<file path="config.mk">
export PLATFORM = sky130hd
export DESIGN_NAME = sm9_mult_io
export DESIGN_NICKNAME = d
export VERILOG_FILES = /design/src/rtl/sm9_pkg.sv /design/src/rtl/sm9_word_unpack.sv /design/src/rtl/sm9_mult_io.sv
export SDC_FILE = /design/constraint.sdc
export NUM_CORES = 2
export LEC_CHECK = 0
export ABC_AREA = 0
export CAP_MARGIN = 20
export CORE_AREA = 3 3 527 529
export CTS_CLUSTER_SIZE = 16
export DETAILED_ROUTE_END_ITERATION = 8
export DIE_AREA = 0 0 530 532
export PLACE_DENSITY = 0.4
export SLEW_MARGIN = 40
export SYNTH_ARGS = -nofsm -noshare
export SYNTH_HDL_FRONTEND = slang
export SYNTH_HIERARCHICAL = 1
export SYNTH_SLANG_ARGS = --single-unit
</file>
<file path="constraint.sdc">
create_clock -name clk -period 2.4 [get_ports clk]
set_input_delay 0.24 -clock clk [delete_from_list [all_inputs] [get_ports clk]]
set_output_delay 0.24 -clock clk [all_outputs]
set_load 0.05 [all_outputs]
</file>
<file path="src/rtl/sm9_pkg.sv">
// Shared constants for the SM9 scalar-multiplication host I/O stage:
// curve order, bus width, FSM state codes and operand select codes.
package sm9_pkg;

  localparam int BUS_W_DEF = 32;
  localparam int OP_W      = 256;

  localparam logic [OP_W-1:0] SM9_N =
    256'hB640000002A3A6F1D603AB4FF58EC74449F2934B18EA8BEEE56EE19CD69ECF25;

  localparam logic [2:0] ST_IDLE  = 3'd0;
  localparam logic [2:0] ST_CHK   = 3'd1;
  localparam logic [2:0] ST_CLR   = 3'd2;
  localparam logic [2:0] ST_GO    = 3'd3;
  localparam logic [2:0] ST_WAIT  = 3'd4;
  localparam logic [2:0] ST_CAPT  = 3'd5;
  localparam logic [2:0] ST_RDOUT = 3'd6;

  localparam logic [1:0] SEL_K = 2'd0;
  localparam logic [1:0] SEL_X = 2'd1;
  localparam logic [1:0] SEL_Y = 2'd2;

endpackage

</file>
<file path="src/rtl/sm9_word_unpack.sv">
// Holds the 512-bit result (x1 above y1) and streams it out one bus word
// per pop, most-significant word first, with rd_valid one cycle after pop.
module sm9_word_unpack
  import sm9_pkg::*;
#(
  parameter  int BUS_W  = BUS_W_DEF,
  localparam int NWORDS = 2 * OP_W / BUS_W,
  localparam int IDX_W  = $clog2(NWORDS)
) (
  input  logic              clk,
  input  logic              rst_b,
  input  logic              capture,
  input  logic              clear,
  input  logic [2*OP_W-1:0] res_in,
  input  logic              idx_clr,
  input  logic              pop,
  output logic [IDX_W-1:0]  idx,
  output logic [BUS_W-1:0]  rd_data,
  output logic              rd_valid
);

  logic [2*OP_W-1:0] res;
  logic [BUS_W-1:0]  words [NWORDS];

  for (genvar i = 0; i < NWORDS; i++) begin : g_words
    assign words[i] = res[2*OP_W-1-i*BUS_W -: BUS_W];
  end

  // NOTE: the result register is reset like any other state so a rejected or
  // aborted operation can never leak a previous scalar-multiplication result.
  always_ff @(posedge clk) begin
    if (!rst_b)       res <= '0;
    else if (clear)   res <= '0;
    else if (capture) res <= res_in;
  end

  // NOTE: sequential state uses non-blocking assignments so every register
  // samples pre-edge values regardless of statement order.
  always_ff @(posedge clk) begin
    if (!rst_b) begin
      idx      <= '0;
      rd_data  <= '0;
      rd_valid <= 1'b0;
    end else begin
      rd_valid <= pop;
      if (pop) rd_data <= words[idx];
      if (idx_clr)  idx <= '0;
      else if (pop) idx <= idx + IDX_W'(1);
    end
  end

endmodule

</file>
<file path="src/rtl/sm9_mult_io.sv">
// Host load/unload stage around the SM9 scalar-multiplication core.
// Define SM9_SCALAR_RANGE_CHECK_EN to also reject scalars k >= N.
module sm9_mult_io
  import sm9_pkg::*;
#(
  parameter int BUS_W = BUS_W_DEF
) (
  input  logic             clk,
  input  logic             rst_b,
  input  logic             wr_en,
  input  logic [1:0]       wr_sel,
  input  logic [BUS_W-1:0] wr_data,
  input  logic             start,
  output logic             busy,
  output logic             done,
  output logic             err,
  input  logic             rd_en,
  output logic [BUS_W-1:0] rd_data,
  output logic             rd_valid,
  output logic             core_rst_b,
  output logic             core_en,
  output logic [OP_W-1:0]  core_l,
  output logic [OP_W-1:0]  core_x0,
  output logic [OP_W-1:0]  core_y0,
  input  logic [OP_W-1:0]  core_x1,
  input  logic [OP_W-1:0]  core_y1,
  input  logic             core_sign
);

  localparam int IDX_W = $clog2(2 * OP_W / BUS_W);
  localparam logic [IDX_W-1:0] LAST_IDX = IDX_W'(2 * OP_W / BUS_W - 1);

  logic [2:0]      state, state_nxt;
  logic [OP_W-1:0] k_reg, x_reg, y_reg;
  logic            err_q;
  logic            reject;
  logic            pop;
  logic            last;
  logic [IDX_W-1:0] idx;

`ifdef SM9_SCALAR_RANGE_CHECK_EN
  assign reject = (k_reg == '0) || (k_reg >= SM9_N);
`else
  assign reject = (k_reg == '0);
`endif

  assign pop  = rd_en && (state == ST_RDOUT);
  assign last = pop && (err_q || (idx == LAST_IDX));

  // NOTE: next_state gets a default before the case so no path infers a latch.
  always_comb begin
    state_nxt = state;
    case (state)
      ST_IDLE:  if (start) state_nxt = ST_CHK;
      ST_CHK:   state_nxt = reject ? ST_RDOUT : ST_CLR;
      ST_CLR:   state_nxt = ST_GO;
      ST_GO:    state_nxt = ST_WAIT;
      ST_WAIT:  if (core_sign) state_nxt = ST_CAPT;
      ST_CAPT:  state_nxt = ST_RDOUT;
      ST_RDOUT: if (last) state_nxt = ST_IDLE;
      default:  state_nxt = ST_IDLE;
    endcase
  end

  always_ff @(posedge clk) begin
    if (!rst_b) begin
      state <= ST_IDLE;
      k_reg <= '0;
      x_reg <= '0;
      y_reg <= '0;
      err_q <= 1'b0;
    end else begin
      state <= state_nxt;
      if (state == ST_IDLE && wr_en) begin
        case (wr_sel)
          SEL_K:   k_reg <= {k_reg[OP_W-BUS_W-1:0], wr_data};
          SEL_X:   x_reg <= {x_reg[OP_W-BUS_W-1:0], wr_data};
          SEL_Y:   y_reg <= {y_reg[OP_W-BUS_W-1:0], wr_data};
          default: ;
        endcase
      end
      if (state == ST_CHK)  err_q <= reject;
      if (state == ST_CAPT) err_q <= 1'b0;
    end
  end

  // Core reset follows the host reset combinationally so the core is held
  // in reset for the whole time rst_b is low, not just from the next edge.
  assign core_rst_b = rst_b && (state != ST_CLR);
  assign core_en    = (state == ST_GO);
  assign core_l     = k_reg;
  assign core_x0    = x_reg;
  assign core_y0    = y_reg;
  assign busy       = (state != ST_IDLE) && (state != ST_RDOUT);
  assign done       = (state == ST_RDOUT);
  assign err        = done && err_q;

  sm9_word_unpack #(.BUS_W(BUS_W)) u_unpack (
    .clk      (clk),
    .rst_b    (rst_b),
    .capture  (state == ST_CAPT),
    .clear    ((state == ST_CHK) && reject),
    .res_in   ({core_x1, core_y1}),
    .idx_clr  (state != ST_RDOUT),
    .pop      (pop),
    .idx      (idx),
    .rd_data  (rd_data),
    .rd_valid (rd_valid)
  );

endmodule

</file>
==> metrics.md <==
| Metric | Value |
|---|---|
| Result of the run | `complete, but fails checks` |
| Violated checks | `negative setup slack` |
| I/O Buffers | `1357` |
| Via density per instance | `4.28` |
| Largest stage delay, worst path | `0.40 ns` |
| Maximum fanout along the worst path | `7` |
| Cell with the largest stage delay on the worst path | `nor4_4` |
| Number of synthesized register bits | `1321` |
| Die area | `0.282 mm²` |
| Crit path cell chain | `nor4_2, buf_4, nand4_1, nor4_4, buf_6, nand3_4, nor2_4, nand2b_4, buf_12, buf_12, buf_16, clkbuf_16, nor2_2` |
| Multi-input gate area | `0.0244 mm²` |
| WP data arrival | `3.49 ns` |
| Final setup viols | `584` |
| Sequential element share of the synthesized area | `50.3%` |
| Die width | `530 µm` |
| Final min period | `2.78 ns` |
| Tcrit/Tclk final | `116%` |
| Initial DRC Count | `3016` |
| Chip height | `532 µm` |
| Final core area utilization | `30.3%` |
| Reg2reg end | `u_unpack/res[506]` |
| Post-synth EDFFs | `0` |
| Leakage power | `28.4 nW` |
| Hold Crit Start | `core_y1[90]` |
| DRT antenna net count | `0` |
| P&R area growth vs syn | `57.8%` |
| Grt met3 use | `5.80%` |
| Fillers | `28779` |
| Initial core utilization | `19.2%` |
| Synth async-reset ratio | `0%` |
| Final Cell Area | `0.0830 mm²` |
| CP required | `3.11 ns` |
| FF-to-FF Start | `core_l[29]` |
| Floorplan row count | `192` |
| Gate Count Post-Synth | `5812` |
| PD cells | `669 mW/mm²` |
| CP dominant cell by count | `buf_12` |
| First-pass GRT wire length | `411 mm` |
| CTS tree | `done` |
| Syn_nets | `6365` |
| Mapped cell area | `0.0526 mm²` |
| Reg area | `0.0265 mm²` |
| Clock transition at path regs | `0.06 ns` |
| Max-slew violations | `0` |
| HPWL after DPL | `245 mm` |
| Skew-Pair Late Insertion Delay | `0.83 ns` |
| Hold path endpoint | `u_unpack/res[90]` |
| Initial antenna violation count | `102` |
| Mean Syn Cell Area | `9.04 µm²` |
| Critical path class | `reg2reg` |
| GR peak layer | `met2` |
| Crit. End Element | `flip-flop` |
| CTS sink count | `1321` |
| Total grt overflow | `0` |
| Root Driver | `clkbuf_16` |
| Post-synth top flop | `dfxtp_1` |
| Max H-tree Level | `4` |
| Met1 GRT Util | `27.6%` |
| Largest area contributor in the netlist | `dfxtp_1` |
| Fin cells | `11473` |
| Longest Clk Path Bufs | `4` |
| Vias in the first global route | `48277` |
| Final nets | `8280` |
| Max-cap violations | `0` |
| FF-to-FF setup slack | `-0.38 ns` |
| Placed instance area | `0.0734 mm²` |
| Hold path depth | `3` |
| Tot Pwr | `55.5 mW` |
| Final wirelength | `308 mm` |
| Core area | `0.273 mm²` |
| Worst setup margin | `-0.375 ns` |
| Inst Count DP | `10876` |
| Worst-Margin Slew | `0.948 ns` |
| # IOs | `1358` |
| Hold Path Class | `in2reg` |
| Reg2reg path depth | `13` |
| Top cells by area, synth | `dfxtp_1 50%, mux2i_1 15%, nand2_1 12%` |
| VDD IR max | `479 µV` |
| DRT Pass-1 Iters | `5` |
| Synth top area share | `50.3%` |
| Via count | `49080` |
| Relative slew slack | `36.8%` |
| Crit start category | `flip-flop` |
| F_max | `360 MHz` |
| Final hold viol count | `0` |
| Fin Clk Skew | `0.0951 ns` |
| RSZ-0062 raised after global routing | `yes` |
| TritonCTS Buffers | `173` |
| Largest net degree at the start of global routing | `140` |
| DRC | `0` |
| Yosys cell types | `42` |
| Global placement routability congestion | `0.876` |
| Global Route met2 Usage | `32.1%` |
| Layout cells sized above 1 | `14.4%` |
| WL per Instance | `26.9 µm` |
| Gr usage total | `20.7%` |
| Yosys warnings | `6` |
flip-flops by register name, indices dropped and copies added, names as in the netlist:
signal and count:
u_unpack/idx 4, err_q 1, core_y0 256, u_unpack/rd_valid 1
core_x0 256, u_unpack/res 512, core_l 256, state 3
u_unpack/rd_data 32
cells in the mapped netlist, types with 2 or more instances:
master,number
and2_1,4
dfxtp_1,1321
nand3b_1,3
nor2b_1,6
nand4_1,15
a21boi_0,473
xor2_1,2
buf_1,3
nor4_1,66
buf_2,174
buf_6,42
nand3_1,103
mux2i_1,769
nor3_1,2
buf_4,43
a21oi_1,65
and3b_1,2
a21boi_1,295
nand2b_1,4
buf_12,3
and3_1,2
a22oi_1,64
nor2_1,522
clkbuf_1,174
o21a_1,2
nand2_1,1637
power breakdown:
group	internal, mW	switching, mW	total (mW)
Clock	15.6	10.4	26.1
Sequential	22.3	0.300	22.6
Combinational	3.17	3.63	6.81
Total	41.1	14.4	55.5
worst max path at each step:
stage                startpoint  slack [ns]  cells past startpoint                 to
floorplan           core_l[138]        0.09                     10  u_unpack/res[316]
global placement     core_l[10]       -1.33                     11  u_unpack/res[284]
detailed placement   core_l[58]       -0.75                     11  u_unpack/res[506]
CTS                 core_l[152]       -0.41                     14  u_unpack/res[325]
global route         core_l[29]       -0.43                     13  u_unpack/res[339]
finish               core_l[29]       -0.38                     13  u_unpack/res[506]
layout make-up:
type                            instances  share of cell area [%]
Antenna cell                           34                   0.103
Clock buffer                          267                    6.25
Clock inverter                         31                   0.498
Inverter                                1                 0.00453
Multi-Input combinational cell       4050                    29.4
Sequential cell                      1321                    31.9
Tap cell                             3589                    5.41
Timing Repair Buffer                 2180                    26.4
critical path: cells and delay by family, from the launching register on:
kind,cells,cell delay (ns)
buffers and inverters,6,0.96
flip-flops,1,0.33
AND/OR/NAND/NOR,7,1.32
per-stage QoR:
stage | setup TNS, ns | worst slack [ns] | hold slack [ns]
finish | -152.66 | -0.375 | 0.0734
global route | -211.66 | -0.434 | 0.0337
CTS | -165.30 | -0.410 | 0.000520
detailed placement | -339.81 | -0.750 | 0.443
global placement | -639.41 | -1.33 | 0.436
floorplan | 0 | 0.0897 | 0.367
cells by family (layout without fill, tap and decap cells):
| family | after synthesis | count (layout) | share of synthesized area (%) |
|---|---|---|---|
| adder cells (fa/ha/maj) | 1 | 1 | 0.0238 |
| XOR/XNOR | 3 | 3 | 0.0500 |
| multiplexers | 769 | 769 | 14.6 |
| buffers and inverters | 441 | 2479 | 4.58 |
| flip-flops | 1321 | 1321 | 50.3 |
| other | 0 | 34 | 0 |
| AO/OA/AOI/OAI | 906 | 906 | 12.6 |
| AND/OR/NAND/NOR | 2371 | 2371 | 17.8 |
layer usage:
metal | vias to the layer above | routed length, µm
met2 | 1696 | 135000
met5 | - | 276
li1 | 23286 | -
met1 | 23670 | 138000
met4 | 42 | 10900
met3 | 386 | 23900
cell usage in the layout, fill, tap and decap left out, types with 15 or more instances in the layout:
master	n
buf_12	109
nor2_1	435
clkbuf_8	48
dlygate4sd3_1	218
a21oi_1	65
mux2i_1	769
clkbuf_16	188
a22oi_1	64
nand2_1	1636
nor2_2	33
clkdlybuf4s50_1	1208
nor4_1	50
diode_2	34
dfxtp_1	1317
clkbuf_1	45
a21boi_1	295
a21boi_0	473
nand3_1	101
nand4_1	15
nor2_4	55
buf_4	604
timing repair:
item	4_1_cts	5_1_grt
gates cloned	12	16
pin swaps	33	74
setup endpoints to repair	831	992
hold endpoints to repair	232	0
hold buffers	218	0
buffers inserted	18	8
resized for setup	54	165
Power figures use the tool's default switching activity.
